--- config.mk ---
export PLATFORM = sky130hd
export DESIGN_NAME = median3x3_engine
export DESIGN_NICKNAME = d
export VERILOG_FILES = /design/src/rtl/medfilt_pkg.sv /design/src/rtl/median9.sv /design/src/rtl/median3x3_engine.sv
export SDC_FILE = /design/constraint.sdc
export NUM_CORES = 1
export LEC_CHECK = 0
export ABC_AREA = 1
export CORE_UTILIZATION = 35
export CTS_BUF_LIST = sky130_fd_sc_hd__clkbuf_4 sky130_fd_sc_hd__clkbuf_8
export DETAILED_ROUTE_END_ITERATION = 10
export PLACE_DENSITY = 0.53
export SYNTH_ARGS = -nofsm -noshare
export SYNTH_HDL_FRONTEND = slang
export SYNTH_SLANG_ARGS = --single-unit
--- constraint.sdc ---
create_clock -name clka -period 29.7 [get_ports clka]
set_input_delay 5.94 -clock clka [delete_from_list [all_inputs] [get_ports clka]]
set_output_delay 5.94 -clock clka [all_outputs]
set_load 0.01 [all_outputs]
--- src/rtl/medfilt_pkg.sv ---
// Shared definitions for the 3x3 median filter engine: default sizes,
// the engine state encoding and the raster address helper.
package medfilt_pkg;

    localparam int DATA_W_DEF = 8;
    localparam int ADDR_W_DEF = 12;
    localparam int IMG_W_DEF  = 13;
    localparam int IMG_H_DEF  = 13;

    typedef enum logic [2:0] {
        S_IDLE    = 3'd0,
        S_FETCH   = 3'd1,
        S_CAPTURE = 3'd2,
        S_MED     = 3'd3,
        S_EMIT    = 3'd4,
        S_DONE    = 3'd5
    } state_t;

    // Raster address of pixel (row, col) in an image img_w pixels wide.
    function automatic int unsigned pix_addr(input int unsigned row,
                                             input int unsigned col,
                                             input int unsigned img_w);
        return row * img_w + col;
    endfunction

endpackage

--- src/rtl/median9.sv ---
// Combinational median of nine unsigned pixels using the classic
// 19 compare-exchange network; the median ends up in slot 4.
module median9
    import medfilt_pkg::*;
#(
    parameter int DATA_W = DATA_W_DEF
) (
    input  logic [9*DATA_W-1:0] i_pix,
    output logic [DATA_W-1:0]   o_med
);

    // Compare-exchange pairs, applied in order; after each step slot A <= slot B.
    localparam int CX_A [19] = '{1, 4, 7, 0, 3, 6, 1, 4, 7, 0, 5, 4, 3, 1, 2, 4, 4, 6, 4};
    localparam int CX_B [19] = '{2, 5, 8, 1, 4, 7, 2, 5, 8, 3, 8, 7, 6, 4, 5, 7, 2, 4, 2};

    logic [DATA_W-1:0] w_s [9];
    logic [DATA_W-1:0] w_t;

    // Unpack the window and run the exchange network.
    always_comb begin
        w_t = '0;
        for (int k = 0; k < 9; k++) begin
            w_s[k] = i_pix[k*DATA_W +: DATA_W];
        end
        for (int k = 0; k < 19; k++) begin
            if (w_s[CX_A[k]] > w_s[CX_B[k]]) begin
                w_t           = w_s[CX_A[k]];
                w_s[CX_A[k]]  = w_s[CX_B[k]];
                w_s[CX_B[k]]  = w_t;
            end
        end
    end

    assign o_med = w_s[4];

endmodule

--- src/rtl/median3x3_engine.sv ---
// Reads the stored image back from pixel RAM and streams a 3x3
// median-filtered copy in raster order. Border pixels pass through.
//
// Output stream handshake: out_valid rises with out_addr/out_data already
// stable; they hold until the cycle in which out_valid && out_ready, which
// is the single transfer of that pixel. out_ready may be high early.
module median3x3_engine
    import medfilt_pkg::*;
#(
    parameter int IMG_W  = IMG_W_DEF,
    parameter int IMG_H  = IMG_H_DEF,
    parameter int ADDR_W = ADDR_W_DEF,
    parameter int DATA_W = DATA_W_DEF
) (
    input  logic              clka,
    input  logic              reset,
    input  logic              start,
    output logic              busy,
    output logic              done,
    output logic              rd_en,
    output logic [ADDR_W-1:0] rd_addr,
    input  logic [DATA_W-1:0] rd_data,
    output logic              out_valid,
    input  logic              out_ready,
    output logic [ADDR_W-1:0] out_addr,
    output logic [DATA_W-1:0] out_data,
    output logic [2:0]        o_dbg_state
);

    localparam logic [ADDR_W-1:0] LAST_COL = ADDR_W'(IMG_W - 1);
    localparam logic [ADDR_W-1:0] LAST_ROW = ADDR_W'(IMG_H - 1);
    localparam logic [ADDR_W-1:0] ONE      = ADDR_W'(1);

    state_t            r_state;
    logic [ADDR_W-1:0] r_row;
    logic [ADDR_W-1:0] r_col;
    logic [3:0]        r_k;       // index of the read issued this cycle, 0..8
    logic [1:0]        r_wr;      // window row of that read (0 = row above)
    logic [1:0]        r_wc;      // window col of that read (0 = col left)
    logic              r_rd_d;    // a read was issued last cycle
    logic [3:0]        r_k_d;     // its window slot
    logic [DATA_W-1:0] r_win [9];
    logic              r_busy;
    logic              r_done;
    logic              r_out_valid;
    logic [ADDR_W-1:0] r_out_addr;
    logic [DATA_W-1:0] r_out_data;

    logic              w_interior;
    logic              w_last_pix;
    logic              w_hs;
    logic [ADDR_W-1:0] w_nrow;
    logic [ADDR_W-1:0] w_ncol;
    logic [ADDR_W-1:0] w_rd_addr;
    logic [ADDR_W-1:0] w_pix_addr;
    logic [9*DATA_W-1:0] w_win_flat;
    logic [DATA_W-1:0] w_med;

    assign w_interior = (r_row >= ONE) && (r_row < LAST_ROW) &&
                        (r_col >= ONE) && (r_col < LAST_COL);
    assign w_last_pix = (r_row == LAST_ROW) && (r_col == LAST_COL);
    assign w_hs       = (r_state == S_EMIT) && r_out_valid && out_ready;

    // Interior pixels walk the 3x3 neighbourhood; border pixels read only themselves.
    assign w_nrow     = w_interior ? (r_row + ADDR_W'(r_wr) - ONE) : r_row;
    assign w_ncol     = w_interior ? (r_col + ADDR_W'(r_wc) - ONE) : r_col;
    assign w_rd_addr  = ADDR_W'(pix_addr(32'(w_nrow), 32'(w_ncol), IMG_W));
    assign w_pix_addr = ADDR_W'(pix_addr(32'(r_row), 32'(r_col), IMG_W));

    assign rd_en       = (r_state == S_FETCH);
    assign rd_addr     = rd_en ? w_rd_addr : '0;
    assign busy        = r_busy;
    assign done        = r_done;
    assign out_valid   = r_out_valid;
    assign out_addr    = r_out_addr;
    assign out_data    = r_out_data;
    assign o_dbg_state = r_state;

    // Flatten the window registers for the median network.
    always_comb begin
        w_win_flat = '0;
        for (int k = 0; k < 9; k++) begin
            w_win_flat[k*DATA_W +: DATA_W] = r_win[k];
        end
    end

    median9 #(
        .DATA_W (DATA_W)
    ) u_median9 (
        .i_pix (w_win_flat),
        .o_med (w_med)
    );

    // RAM data returns one cycle after the strobe; park it in the slot of that read.
    always_ff @(posedge clka) begin
        if (reset) begin
            r_rd_d <= 1'b0;
            r_k_d  <= '0;
            for (int k = 0; k < 9; k++) begin
                r_win[k] <= '0;
            end
        end else begin
            r_rd_d <= rd_en;
            r_k_d  <= r_k;
            if (r_rd_d) begin
                r_win[r_k_d] <= rd_data;
            end
        end
    end

    // Run control: fetch, capture, optional median, emit, then advance in raster order.
    always_ff @(posedge clka) begin
        if (reset) begin
            r_state     <= S_IDLE;
            r_row       <= '0;
            r_col       <= '0;
            r_k         <= '0;
            r_wr        <= '0;
            r_wc        <= '0;
            r_busy      <= 1'b0;
            r_done      <= 1'b0;
            r_out_valid <= 1'b0;
            r_out_addr  <= '0;
            r_out_data  <= '0;
        end else begin
            case (r_state)
                S_IDLE, S_DONE: begin
                    if (start) begin
                        r_state <= S_FETCH;
                        r_row   <= '0;
                        r_col   <= '0;
                        r_k     <= '0;
                        r_wr    <= '0;
                        r_wc    <= '0;
                        r_busy  <= 1'b1;
                        r_done  <= 1'b0;
                    end
                end
                S_FETCH: begin
                    if (!w_interior || (r_k == 4'd8)) begin
                        r_state <= S_CAPTURE;
                    end else begin
                        r_k <= r_k + 4'd1;
                        if (r_wc == 2'd2) begin
                            r_wc <= '0;
                            r_wr <= r_wr + 2'd1;
                        end else begin
                            r_wc <= r_wc + 2'd1;
                        end
                    end
                end
                S_CAPTURE: begin
                    if (w_interior) begin
                        r_state <= S_MED;
                    end else begin
                        // Border: the datum landing in window[0] this cycle is the output.
                        r_state     <= S_EMIT;
                        r_out_valid <= 1'b1;
                        r_out_addr  <= w_pix_addr;
                        r_out_data  <= rd_data;
                    end
                end
                S_MED: begin
                    r_state     <= S_EMIT;
                    r_out_valid <= 1'b1;
                    r_out_addr  <= w_pix_addr;
                    r_out_data  <= w_med;
                end
                S_EMIT: begin
                    if (w_hs) begin
                        r_out_valid <= 1'b0;
                        r_k         <= '0;
                        r_wr        <= '0;
                        r_wc        <= '0;
                        if (w_last_pix) begin
                            r_state <= S_DONE;
                            r_busy  <= 1'b0;
                            r_done  <= 1'b1;
                        end else begin
                            r_state <= S_FETCH;
                            if (r_col == LAST_COL) begin
                                r_col <= '0;
                                r_row <= r_row + ONE;
                            end else begin
                                r_col <= r_col + ONE;
                            end
                        end
                    end
                end
                default: r_state <= S_IDLE;
            endcase
        end
    end

endmodule

==> results.sh, run 1 <==
export IMPL_cts_resized=0
export IMPL_syn_to_final_growth_pct=9.52
export IMPL_finish_utilization_pct=38.8
export IMPL_drc=0
export IMPL_synth_area_leaders="ha_1 21%, edfxtp_1 15%, nand2_1 11%, o21ai_0 8.8%, dfxtp_1 8.5%"
export IMPL_nets=2441
export IMPL_vias=13300
export IMPL_portBuffers=50
export IMPL_rows=75
export IMPL_fin_worst_skew_ns=0.0197
export IMPL_overflow=0
export IMPL_cts_num_sinks=135
export IMPL_critPathMaxStageDelay_ns=0.76
export IMPL_rsz0062_at_grt="false"
export IMPL_drv_cap=0
export IMPL_slew_headroom_pct=32.9
export IMPL_synth_ff_type="edfxtp_1"
export IMPL_fin_crit_sh_pct=51.2
export IMPL_antenna_found_initial=1
export IMPL_grt_pass1_wl_um=66000
export IMPL_core_um2=41900
export IMPL_die_w_um=208
export IMPL_post_cts_buffers=0
export IMPL_crit_top_cell="nand2_1"
export IMPL_fin_crit_ns=15.22
export IMPL_clk_latency_ns=0.47
export IMPL_synth_top_area_share_pct=20.9
export IMPL_fin_tns_setup_ns=0
export IMPL_worst_pin_slew_ns=1.01
export IMPL_routedWlPerCell_um=15.1
export IMPL_setup_viol=0
export IMPL_drive_above_1_share_pct=4.59
export IMPL_ys_warn_count=0
export IMPL_viasPerCell=4.95
export IMPL_chipHeight_um=208
export IMPL_fillerInstances=4446
export IMPL_gp_congestion=0.898
export IMPL_ys_ff_latch=135
export IMPL_synth_edff_count=72
export IMPL_root_buffer="clkbuf_8"
export IMPL_die_area_um2=43300
export IMPL_io_pins=51
export IMPL_outcome="completed"
export IMPL_grt_pass1_vias=12700
export IMPL_crit_slowest_cell="a32oi_1"
export IMPL_yosys_cell_types_count=49
export IMPL_required_ns=30.06
export IMPL_path_max_fanout=31
export IMPL_syn_inst=2119
export IMPL_synth_fp_nets=2414
export IMPL_async_reset_ff_share_pct=0
export IMPL_hold_violations=0
export IMPL_clk_pin_slew_ns=0.09
export IMPL_worstPathArrival_ns=15.58
export IMPL_cp_end_kind="flip-flop"
export IMPL_htreeDepth=4
export IMPL_grtUsageTotal_pct=19.1
export IMPL_firstDrtPassIters=5
export IMPL_drv_slew=0
export IMPL_max_freq_mhz=65.7
export IMPL_dp_hpwl_um=33800
export IMPL_initialDrtViolationCount=780
export IMPL_worstHoldPathType="reg -> reg"
export IMPL_cts_buffer_depth=2
export IMPL_crit_path_start_kind="flip-flop"
export IMPL_ys_seq_area_share_pct=23.0
export IMPL_start_util_pct=35.5
export IMPL_grt_max_degree=36
export IMPL_cts_buffers=17
export IMPL_holdBufCountCts=0
export IMPL_cts_tree="yes"
export IMPL_ant_nets=0
export IMPL_synthesis_area_um2=14900
export IMPL_crit_type="reg -> reg"
export IMPL_synth_area_leader_cell="ha_1"
export IMPL_wirelength_um=40700
export IMPL_synth_avg_cell_area_um2=7.02
[through the flow]
stage | setup slack (ns) | cell area [µm²] | hold slack (ns) | std cells
final | 14.48 | 16300 | 0.473 | 2699
after detailed placement | 14.64 | 15900 | 0.458 | 2666
after floorplan | 17.06 | 14900 | 0.436 | 2119
after global placement | 15.11 | 15900 | 0.456 | 2666
after CTS | 14.58 | 16300 | 0.472 | 2698
after global routing | 12.41 | 16300 | 0.488 | 2699
[cells in the final DEF, fill, tap and decap left out, types with 12 or more instances in the layout]
master           synthesis  layout
fa_1                    34      34
dfxtp_1                 63      63
o21ai_0                263     262
edfxtp_1                72      72
nor2_1                 210     210
nor3_1                  19      19
nand4_1                 15      15
nand3_1                 50      50
clkdlybuf4s50_1          0      50
clkbuf_8                 0      17
a211oi_1                18      18
xor2_1                  20      20
clkinv_1                11      12
inv_1                  313     313
nand2_1                449     449
o21ai_1                 25      26
a21oi_1                138     138
ha_1                   249     249
nand2_2                 29      29
[logic make-up (layout without fill, tap and decap cells)]
| logic type | after synthesis | in the layout | share of synthesized area [%] |
|---|---|---|---|
| other | 0 | 1 | 0 |
| AND/OR/NAND/NOR | 799 | 799 | 22.2 |
| adder cells (fa/ha/maj) | 283 | 283 | 25.5 |
| XOR/XNOR | 29 | 29 | 1.71 |
| AO/OA/AOI/OAI | 494 | 494 | 17.9 |
| buffers and inverters | 379 | 419 | 9.68 |
| flip-flops | 135 | 135 | 23.0 |
[critical path, delay by kind of cell, from the launching register on]
kind,cells,cell delay (ns)
buf+inv,12,2.62
compound gates,23,5.86
fa+ha+maj,9,2.81
simple gates,32,3.40
flops,1,0.42
[path summary, 6_finish.rpt]
check	from	to	slack (ns)	cells after the start
min reg2reg	r_k[3]$_SDFFE_PP0P_	r_k_d[3]$_SDFF_PP0_	0.47	2
min	r_k[3]$_SDFFE_PP0P_	r_k_d[3]$_SDFF_PP0_	0.47	2
max reg2reg	r_win[7][7]$_SDFFCE_PN0P_	out_data[0]$_SDFFE_PP0P_	14.48	76
max	r_win[7][7]$_SDFFCE_PN0P_	out_data[0]$_SDFFE_PP0P_	14.48	76
[cells in the mapped netlist (all sizes together) (3+ instances only)]
cell / n
o22ai: 4
ha: 249
clkinv: 11
nand3: 54
a31oi: 9
a32oi: 3
o21a: 3
xnor2: 9
a211oi: 18
o31ai: 4
nor2: 213
and2: 5
o211ai: 4
o21bai: 4
nor3: 19
nand3b: 3
a21oi: 146
clkbuf: 35
o21ai: 292
buf: 11
nand4: 16
edfxtp: 72
xor2: 20
inv: 322
nand2: 480
dfxtp: 63
or2: 5
fa: 34
[cell type report]
type / count / area [µm²] / area share (%)
diodes: 1 / 2.50 / 0.0154
clock buffers: 17 / 234 / 1.44
clock inverters: 15 / 165 / 1.01
inverters: 333 / 1250 / 7.67
multi-input cells: 1605 / 10000 / 61.5
flip-flops and latches: 135 / 3420 / 21.0
well taps: 539 / 674 / 4.14
repair buffers: 54 / 531 / 3.26
[flip-flops by register name (all words and copies together) (netlist names)]
signal	cells
out_valid	1
busy	1
out_addr	12
out_data	8
r_wr	2
r_rd_d	1
done	1
r_k	4
r_col	12
r_k_d	4
r_wc	2
r_win	72
o_dbg_state	3
r_row	12
[routing by layer]
layer  up-vias  global-route usage (%)  part of all wire (%)
li1       7047                       -                     -
met1      6127                    24.0                    46
met2       146                    35.2                    50
met3        27                    1.62                   2.1
met4         0                    4.29                   1.3
met5         -                       0                     0
Power of run 1 is left out: the tool's default activity adds up to more than one toggle a clock period on the data nets, which glitch-free logic cannot reach.
==> inputs of run 2 (changes only) <==
- PLACE_DENSITY: 0.53 -> 0.55
- clock period: 29.7 -> 12.35 ns (I/O delays scaled with it)
==> results.sh, run 2 (same netlist as run 1, synthesis figures left out) <==
export IMPL_outcome="completed"
export IMPL_drc=0
export IMPL_start_util_pct=35.5
export IMPL_wirelength_um=42700
export IMPL_layout_commonest_cell="nand2_1"
export IMPL_drive_above_1_share_pct=11.5
export IMPL_crit_type="reg -> reg"
export IMPL_clk_pin_slew_ns=0.08
export IMPL_hold_violations=0
export IMPL_crit_slowest_cell="edfxtp_1"
export IMPL_drv_cap=0
export IMPL_ant_nets=0
export IMPL_syn_to_final_growth_pct=16.9
export IMPL_worstHoldPathType="reg -> reg"
export IMPL_fin_ws_ns=0.562
export IMPL_cp_top_family="compound AO/OA/AOI/OAI gates"
export IMPL_vias=13800
export IMPL_critPathMaxStageDelay_ns=0.46
export IMPL_dp_hpwl_um=34400
export IMPL_routedWlPerCell_um=15.4
export IMPL_nets=2515
export IMPL_cts_tree="yes"
export IMPL_die_area_um2=43300
export IMPL_die_w_um=208
export IMPL_mostFrequentLayoutCells="441 x nand2_1, 305 x inv_1, 238 x ha_1"
export IMPL_grt_max_degree=37
export IMPL_slew_headroom_pct=33.3
export IMPL_grtUsageTotal_pct=19.8
export IMPL_grt_pass1_wl_um=68000
export IMPL_chipHeight_um=208
export IMPL_required_ns=12.76
export IMPL_max_freq_mhz=84.8
export IMPL_fin_crit_sh_pct=95.5
export IMPL_portBuffers=50
export IMPL_gp_congestion=0.913
export IMPL_fin_crit_ns=11.79
export IMPL_antenna_found_initial=0
export IMPL_max_flop_register="r_win"
export IMPL_cts_buffer_depth=2
export IMPL_fin_worst_skew_ns=0.0202
export IMPL_core_um2=41900
export IMPL_initialDrtViolationCount=802
export IMPL_largest_reg_flops=72
export IMPL_path_max_fanout=14
export IMPL_pre_cts_ws_ns=-0.305
export IMPL_worstPathArrival_ns=12.19
export IMPL_viasPerCell=4.99
export IMPL_crit_top_cell="nand2_1"
export IMPL_firstDrtPassIters=7
export IMPL_fillerInstances=4311
export IMPL_io_pins=51
export IMPL_root_buffer="clkbuf_8"
export IMPL_crit_path_start_kind="flip-flop"
export IMPL_grt_pass1_vias=13100
export IMPL_holdBufCountCts=0
export IMPL_setup_viol=0
export IMPL_overflow=0
export IMPL_cts_num_sinks=135
export IMPL_crit_buf_inv=11
export IMPL_cp_end_kind="flip-flop"
export IMPL_diodes=0
export IMPL_clk_latency_ns=0.47
export IMPL_cts_buffers=17
export IMPL_worst_pin_slew_ns=0.999
export IMPL_rows=75
export IMPL_drv_slew=0
export IMPL_htreeDepth=4
==> run 2: cell types whose count changed in the layout (fill, tap and decap cells not counted), sizes merged <==
cell      previous run  this run
clkinv              18        14
bufinv               2         3
clkinvlp             0        10
buf                  4        69
diode                1         0
clkbuf              17        19
nand2              480       483
inv                328       324
nand4               16        17
==> run 2: path summary, 6_finish.rpt <==
check	end	cells after the start	slack (ns)	startpoint
worst max-delay path	out_data[1]$_SDFFE_PP0P_	76	0.56	r_win[7][5]$_SDFFCE_PN0P_
worst min-delay path	r_k_d[3]$_SDFF_PP0_	2	0.48	r_k[3]$_SDFFE_PP0P_
worst max register to register	out_data[1]$_SDFFE_PP0P_	76	0.56	r_win[7][5]$_SDFFCE_PN0P_
worst min register to register	r_k_d[3]$_SDFF_PP0_	2	0.48	r_k[3]$_SDFFE_PP0P_
==> run 2: area by class of cell <==
cell class,count,area (µm²),share of cell area [%]
clock buffer,19,255,1.47
timing repair buffer,119,1090,6.25
inverter,333,1270,7.29
sequential,135,3420,19.7
timing repair inverter,5,32.5,0.187
tap,539,674,3.88
multi-input combinational,1609,10500,60.3
clock inverter,13,170,0.978
==> run 2: timing repair <==
action	CTS	global route
pin swaps	1	34
setup endpoints to repair	8	8
gates resized for setup	16	130
cloned	2	9
buffers inserted	0	28
==> run 2: per-layer routing <==
metal | routed length (µm) | track usage (%)
met3 | 1140 | 2.23
met2 | 20700 | 34.9
met1 | 19700 | 25.0
met5 | 0 | 0
met4 | 1130 | 6.69
==> run 2: worst register-to-register path: cells and delay by family (launching register included) <==
kind | cells | cell delay [ns]
compound gates | 23 | 3.71
fa+ha+maj | 9 | 2.62
buf+inv | 11 | 1.48
flops | 1 | 0.46
simple gates | 33 | 3.48
==> run 2: per-stage QoR <==
stage | cells | util, % | hold slack (ns) | setup TNS [ns] | instance area, µm²
6_report | 2772 | 41.5 | 0.475 | 0 | 17400
5_1_grt | 2772 | 41.5 | 0.507 | -1.62 | 17400
4_1_cts | 2735 | 39.7 | 0.476 | 0 | 16600
3_5_place_dp | 2701 | 38.6 | 0.463 | -2.15 | 16200
3_3_place_gp | 2701 | 38.6 | 0.455 | -0.0324 | 16200
2_1_floorplan | 2119 | - | 0.436 | 0 | 14900
Power of run 2 is left out for the same reason.
